--- config.mk ---
export PLATFORM = sky130hd
export DESIGN_NAME = ones_count
export DESIGN_NICKNAME = d
export VERILOG_FILES = /design/src/rtl/ones_count_pkg.sv /design/src/rtl/ones_popcount_tree.sv /design/src/rtl/ones_count.sv
export SDC_FILE = /design/constraint.sdc
export NUM_CORES = 1
export LEC_CHECK = 0
export BUFFER_PORTS_ARGS = -buffer_cell sky130_fd_sc_hd__buf_2
export CAP_MARGIN = 30
export CELL_PAD_IN_SITES_DETAIL_PLACEMENT = 1
export CELL_PAD_IN_SITES_GLOBAL_PLACEMENT = 2
export CORE_MARGIN = 2
export CORE_UTILIZATION = 26
export DETAILED_ROUTE_END_ITERATION = 10
export GPL_TIMING_DRIVEN = 0
export PLACE_DENSITY_LB_ADDON = 0.1
export SYNTH_ARGS = -nofsm -noshare
export SYNTH_HDL_FRONTEND = slang
export SYNTH_HIERARCHICAL = 1
export SYNTH_SLANG_ARGS = --single-unit
--- constraint.sdc ---
create_clock -name clk -period 0.8 [get_ports clk]
set_input_delay 0.12 -clock clk [delete_from_list [all_inputs] [get_ports clk]]
set_output_delay 0.12 -clock clk [all_outputs]
set_load 0.01 [all_outputs]
--- src/rtl/ones_count_pkg.sv ---
// ones_count_pkg: shared definitions for the ones_count population-count block.
//   count_width(w) : bits needed to hold any value 0..w
//   count_t        : count type for the default 7-bit configuration
package ones_count_pkg;

  localparam int unsigned DefaultWidth = 7;

  function automatic int unsigned count_width(input int unsigned w);
    return unsigned'($clog2(w + 1));
  endfunction

  typedef logic [count_width(DefaultWidth)-1:0] count_t;

endpackage

--- src/rtl/ones_popcount_tree.sv ---
// ones_popcount_tree: combinational adder tree returning the number of set bits in i_data.
//   i_data : WIDTH-bit vector to count
//   o_sum  : COUNT_W-bit unsigned population count (max value WIDTH)
module ones_popcount_tree
  import ones_count_pkg::*;
#(
  parameter int unsigned WIDTH   = DefaultWidth,
  parameter int unsigned COUNT_W = count_width(WIDTH)
) (
  input  logic [WIDTH-1:0]   i_data,
  output logic [COUNT_W-1:0] o_sum
);

  localparam int unsigned Levels = unsigned'($clog2(WIDTH));

  // Each level halves the number of live partial sums. Slots past the live range stay zero,
  // so an odd leftover is simply added to zero. The first level is the half-adder stage.
  logic [COUNT_W-1:0] w_sum [Levels+1][2*WIDTH];

  always_comb begin
    for (int unsigned l = 0; l <= Levels; l++) begin
      for (int unsigned i = 0; i < 2 * WIDTH; i++) begin
        w_sum[l][i] = '0;
      end
    end
    for (int unsigned i = 0; i < WIDTH; i++) begin
      w_sum[0][i] = COUNT_W'(i_data[i]);
    end
    for (int unsigned l = 1; l <= Levels; l++) begin
      for (int unsigned i = 0; i < WIDTH; i++) begin
        w_sum[l][i] = w_sum[l-1][2*i] + w_sum[l-1][2*i+1];
      end
    end
  end

  // Partial sums never exceed WIDTH, so COUNT_W bits cannot overflow.
  assign o_sum = w_sum[Levels][0];

endmodule

--- src/rtl/ones_count.sv ---
// ones_count: registered population count of a WIDTH-bit word, one-cycle latency.
//   clk       : rising-edge clock
//   rst_n     : asynchronous active-low reset
//   in_valid  : in_data is valid this cycle
//   in_data   : vector to be counted
//   out_valid : count/flags hold a fresh result
//   count     : number of '1' bits in the sampled in_data
//   all_zero  : sampled in_data was all zeros
//   all_ones  : sampled in_data was all ones
module ones_count
  import ones_count_pkg::*;
#(
  parameter int unsigned WIDTH   = DefaultWidth,
  parameter int unsigned COUNT_W = count_width(WIDTH)
) (
  input  logic               clk,
  input  logic               rst_n,
  input  logic               in_valid,
  input  logic [WIDTH-1:0]   in_data,
  output logic               out_valid,
  output logic [COUNT_W-1:0] count,
  output logic               all_zero,
  output logic               all_ones
);

  logic [COUNT_W-1:0] w_popcount;

  logic               r_valid;
  logic [COUNT_W-1:0] r_count;
  logic               r_all_zero;
  logic               r_all_ones;

  ones_popcount_tree #(
    .WIDTH   (WIDTH),
    .COUNT_W (COUNT_W)
  ) u_tree (
    .i_data (in_data),
    .o_sum  (w_popcount)
  );

  // Result fields only load on a valid input; otherwise they hold the last result.
  always_ff @(posedge clk or negedge rst_n) begin
    if (!rst_n) begin
      r_valid    <= 1'b0;
      r_count    <= '0;
      r_all_zero <= 1'b1;
      r_all_ones <= 1'b0;
    end else begin
      r_valid <= in_valid;
      if (in_valid) begin
        r_count    <= w_popcount;
        r_all_zero <= (in_data == '0);
        r_all_ones <= (in_data == '1);
      end
    end
  end

  assign out_valid = r_valid;
  assign count     = r_count;
  assign all_zero  = r_all_zero;
  assign all_ones  = r_all_ones;

endmodule

==> results.json <==
{
  "synth_most_common_cell": "inv_1",
  "clockRootBuffer": "clkbuf_4",
  "hold_viol_final": 0,
  "layoutNonFillerInstCount": 69,
  "mappedNetlistNets": 44,
  "ff2ff_path_depth": 2,
  "fin_nets": 69,
  "p_comb_frac": 0.354,
  "routed_wl_um": 772,
  "crit_cells": 8,
  "fmax_mhz": 471.1,
  "synth.area.top_cells": "dfrtp_1 34%, fa_1 21%, mux2_4 12%",
  "final_layout_size_suffix_gt1_frac": 0.5926,
  "switching_share": 0.2833,
  "hold_end": "all_ones",
  "rrSetupSlack_ns": -0.06,
  "antenna_found_initial": 0,
  "ys.flop_type": "dfrtp_1",
  "synth_area_um2": 372.9,
  "dp_cells": 60,
  "n_fill_cell": 144,
  "slew_headroom": 0.8615,
  "routedWlPerCell_um": 11.19,
  "ys_types": 12,
  "tns_ns": -4.154,
  "dr.pass1.iters": 2,
  "met2_usage": 0.1563,
  "syn-instance-count": 30,
  "io_pins": 16,
  "start_util": 0.2830,
  "worstReg2RegStart": "count[0]",
  "slowest_stage": "fa_1",
  "pre_cts_slack_ns": -1.678,
  "grt_max_degree": 8,
  "vias_per_cell": 4.290,
  "num_vias": 296,
  "violations": "negative setup slack",
  "yosys_register_bits": 6,
  "async_flop_share": 1.000,
  "syn_area_per_cell_um2": 12.43,
  "critPathMaxFanout": 2,
  "grt_pass1_vias": 306,
  "diodes": 0,
  "power.density_nw_per_um2": 1876,
  "numClockSinks": 6,
  "dieArea_um2": 1753,
  "path_cells": "buf_6 > inv_2 > fa_1 > fa_1 > inv_1 > fa_2 > fa_2 > mux2_4",
  "min_path_cells": 3,
  "clkPwrFrac": 0.285,
  "grt.total_usage": 0.1050,
  "post_dp_cell_area_um2": 479.2,
  "r2r_end": "count[0]",
  "path_buf_inv": 3,
  "drt_iter0_drc": 6,
  "die_h_um": 41.87,
  "clk_pin_slew_worst_paths_ns": 0.05,
  "dp_hpwl_um": 629.8,
  "busiest_layer": "met2",
  "holdCritStartpoint": "in_data[0]",
  "synth.largest_area_cell": "dfrtp_1",
  "worstSetupPathType": "in -> reg",
  "maxCapViolCount": 0,
  "synth.top_cells.by_count": "9 x inv_1, 5 x dfrtp_1, 4 x fa_1, 3 x mux2_4, 2 x nand4_1",
  "hold_class": "in -> reg",
  "p_int_mw": 0.7757,
  "place_congestion": 0.6437,
  "synth_top_area_share": 0.3356,
  "io_buffers": 15,
  "crit_family": "adder cells",
  "grt_use_met1": 0.1135,
  "finalClockSkew_ns": 0,
  "status": "finished, violations left",
  "die_w_um": 41.87,
  "stdcell_area_um2": 576.8,
  "final_util": 0.4378,
  "slew_viol_final": 0,
  "fin_ws_ns": -1.323,
  "yosysSeqAreaShare": 0.4060,
  "holdWs_ns": 0.1662,
  "synth_edf_count": 0,
  "cts_max_level": 1,
  "cts_tree": "built",
  "min_period_over_period": 2.653,
  "setup_viol": 10,
  "overflow": 0,
  "start_kind": "primary input",
  "antenna_left": 0,
  "critPathCaptureType": "flop",
  "critPathRequiredTime_ns": 0.93,
  "period_needed_ns": 2.123,
  "coreArea_um2": 1318,
  "num_rows": 13,
  "leakagePower_nw": 0.2879,
  "p_switching_mw": 0.3067,
  "seqPwrFrac": 0.361,
  "peakVddDrop_uv": 1287,
  "finalPower_mw": 1.082,
  "grt_pass1_wl_mm": 1.311,
  "clkLatencyLatePin_ns": 0.24,
  "tightest_slew_ns": 0.2061,
  "area.growth.synth_to_final_pct": 54.70,
  "cp_slowest_stage_delay_ns": 0.49,
  "grt_setup_unrepaired": "true",
  "cts_made_buffers": 3,
  "clk_path_buf_depth": 2,
  "met3_usage": 0.05217,
  "arrival_ns": 2.25,
  "drcViolationCount": 0,
  "yosysWarnings": 6
}
==> worst reg2reg max path, delay by kind of cell, from the launching register on <==
family,cells,cell delay [ns]
flip-flops,1,0.36
buffers and inverters,1,0.13
multiplexers,1,0.25
==> cell usage in the layout (no fill, tap or decap) <==
cell	n
dfrtp_1	5
nor3_1	1
nor2b_1	1
clkbuf_1	1
inv_8	1
dfstp_2	1
inv_1	6
fa_2	2
buf_6	4
a31o_1	1
fa_1	2
mux2_4	3
nand4_1	2
buf_2	11
clkbuf_4	3
dlygate4sd3_1	2
buf_4	3
o22ai_1	1
buf_8	1
inv_2	2
nor4_2	1
==> registers in the layout (all words and copies together) (netlist names) <==
register,flops
all_zero,1
count,3
out_valid,1
all_ones,1
==> how the worst max path moves through the flow <==
stage	startpoint	to	slack [ns]
detailed placement	in_data[0]	count[1]	-1.68
global route	in_data[1]	count[1]	-1.38
floorplan	in_data[0]	count[1]	-1.44
finish	in_data[1]	count[1]	-1.32
global placement	in_data[0]	count[1]	-1.66
CTS	in_data[1]	count[1]	-1.31
==> metal layers <==
metal / vias up / routed length, µm
li1: 141 / -
met1: 145 / 295
met2: 10 / 419
met3: 0 / 57
met4: 0 / 0
met5: - / 0
==> logic make-up (layout without fill, tap and decap cells) <==
logic type	count (synthesis)	after routing	synth area share
simple gates	5	5	0.09730
mux	3	3	0.1208
fa+ha+maj	4	4	0.2148
compound gates	2	2	0.04028
buf+inv	10	34	0.1208
flops	6	6	0.4061
==> cell type report <==
class	instances	area, µm²	area share
Buffer	1	11.26	0.01952
Clock buffer	4	26.28	0.04555
Inverter	9	41.29	0.07158
Multi-Input combinational cell	14	181.4	0.3145
Sequential cell	6	151.4	0.2625
Tap cell	15	18.77	0.03254
Timing Repair Buffer	20	146.4	0.2538
==> power groups by stage <==
stage | clock, mW | combinational, mW | sequential [mW]
6_report | 0.309 | 0.383 | 0.390
5_1_grt | 0.351 | 0.430 | 0.398
4_1_cts | 0.334 | 0.391 | 0.391
3_5_place_dp | 0 | 0.337 | 0.395
3_3_place_gp | 0 | 0.333 | 0.392
2_1_floorplan | 0 | 0.168 | 0.423
==> timing repair <==
item                       CTS  global route
setup endpoints to repair   10            10
setup buffers                2             1
resized for setup            6             1
pin swaps                    1             0
hold buffers                 2             0
hold endpoints to repair     7             0
Power figures use the tool's default switching activity.
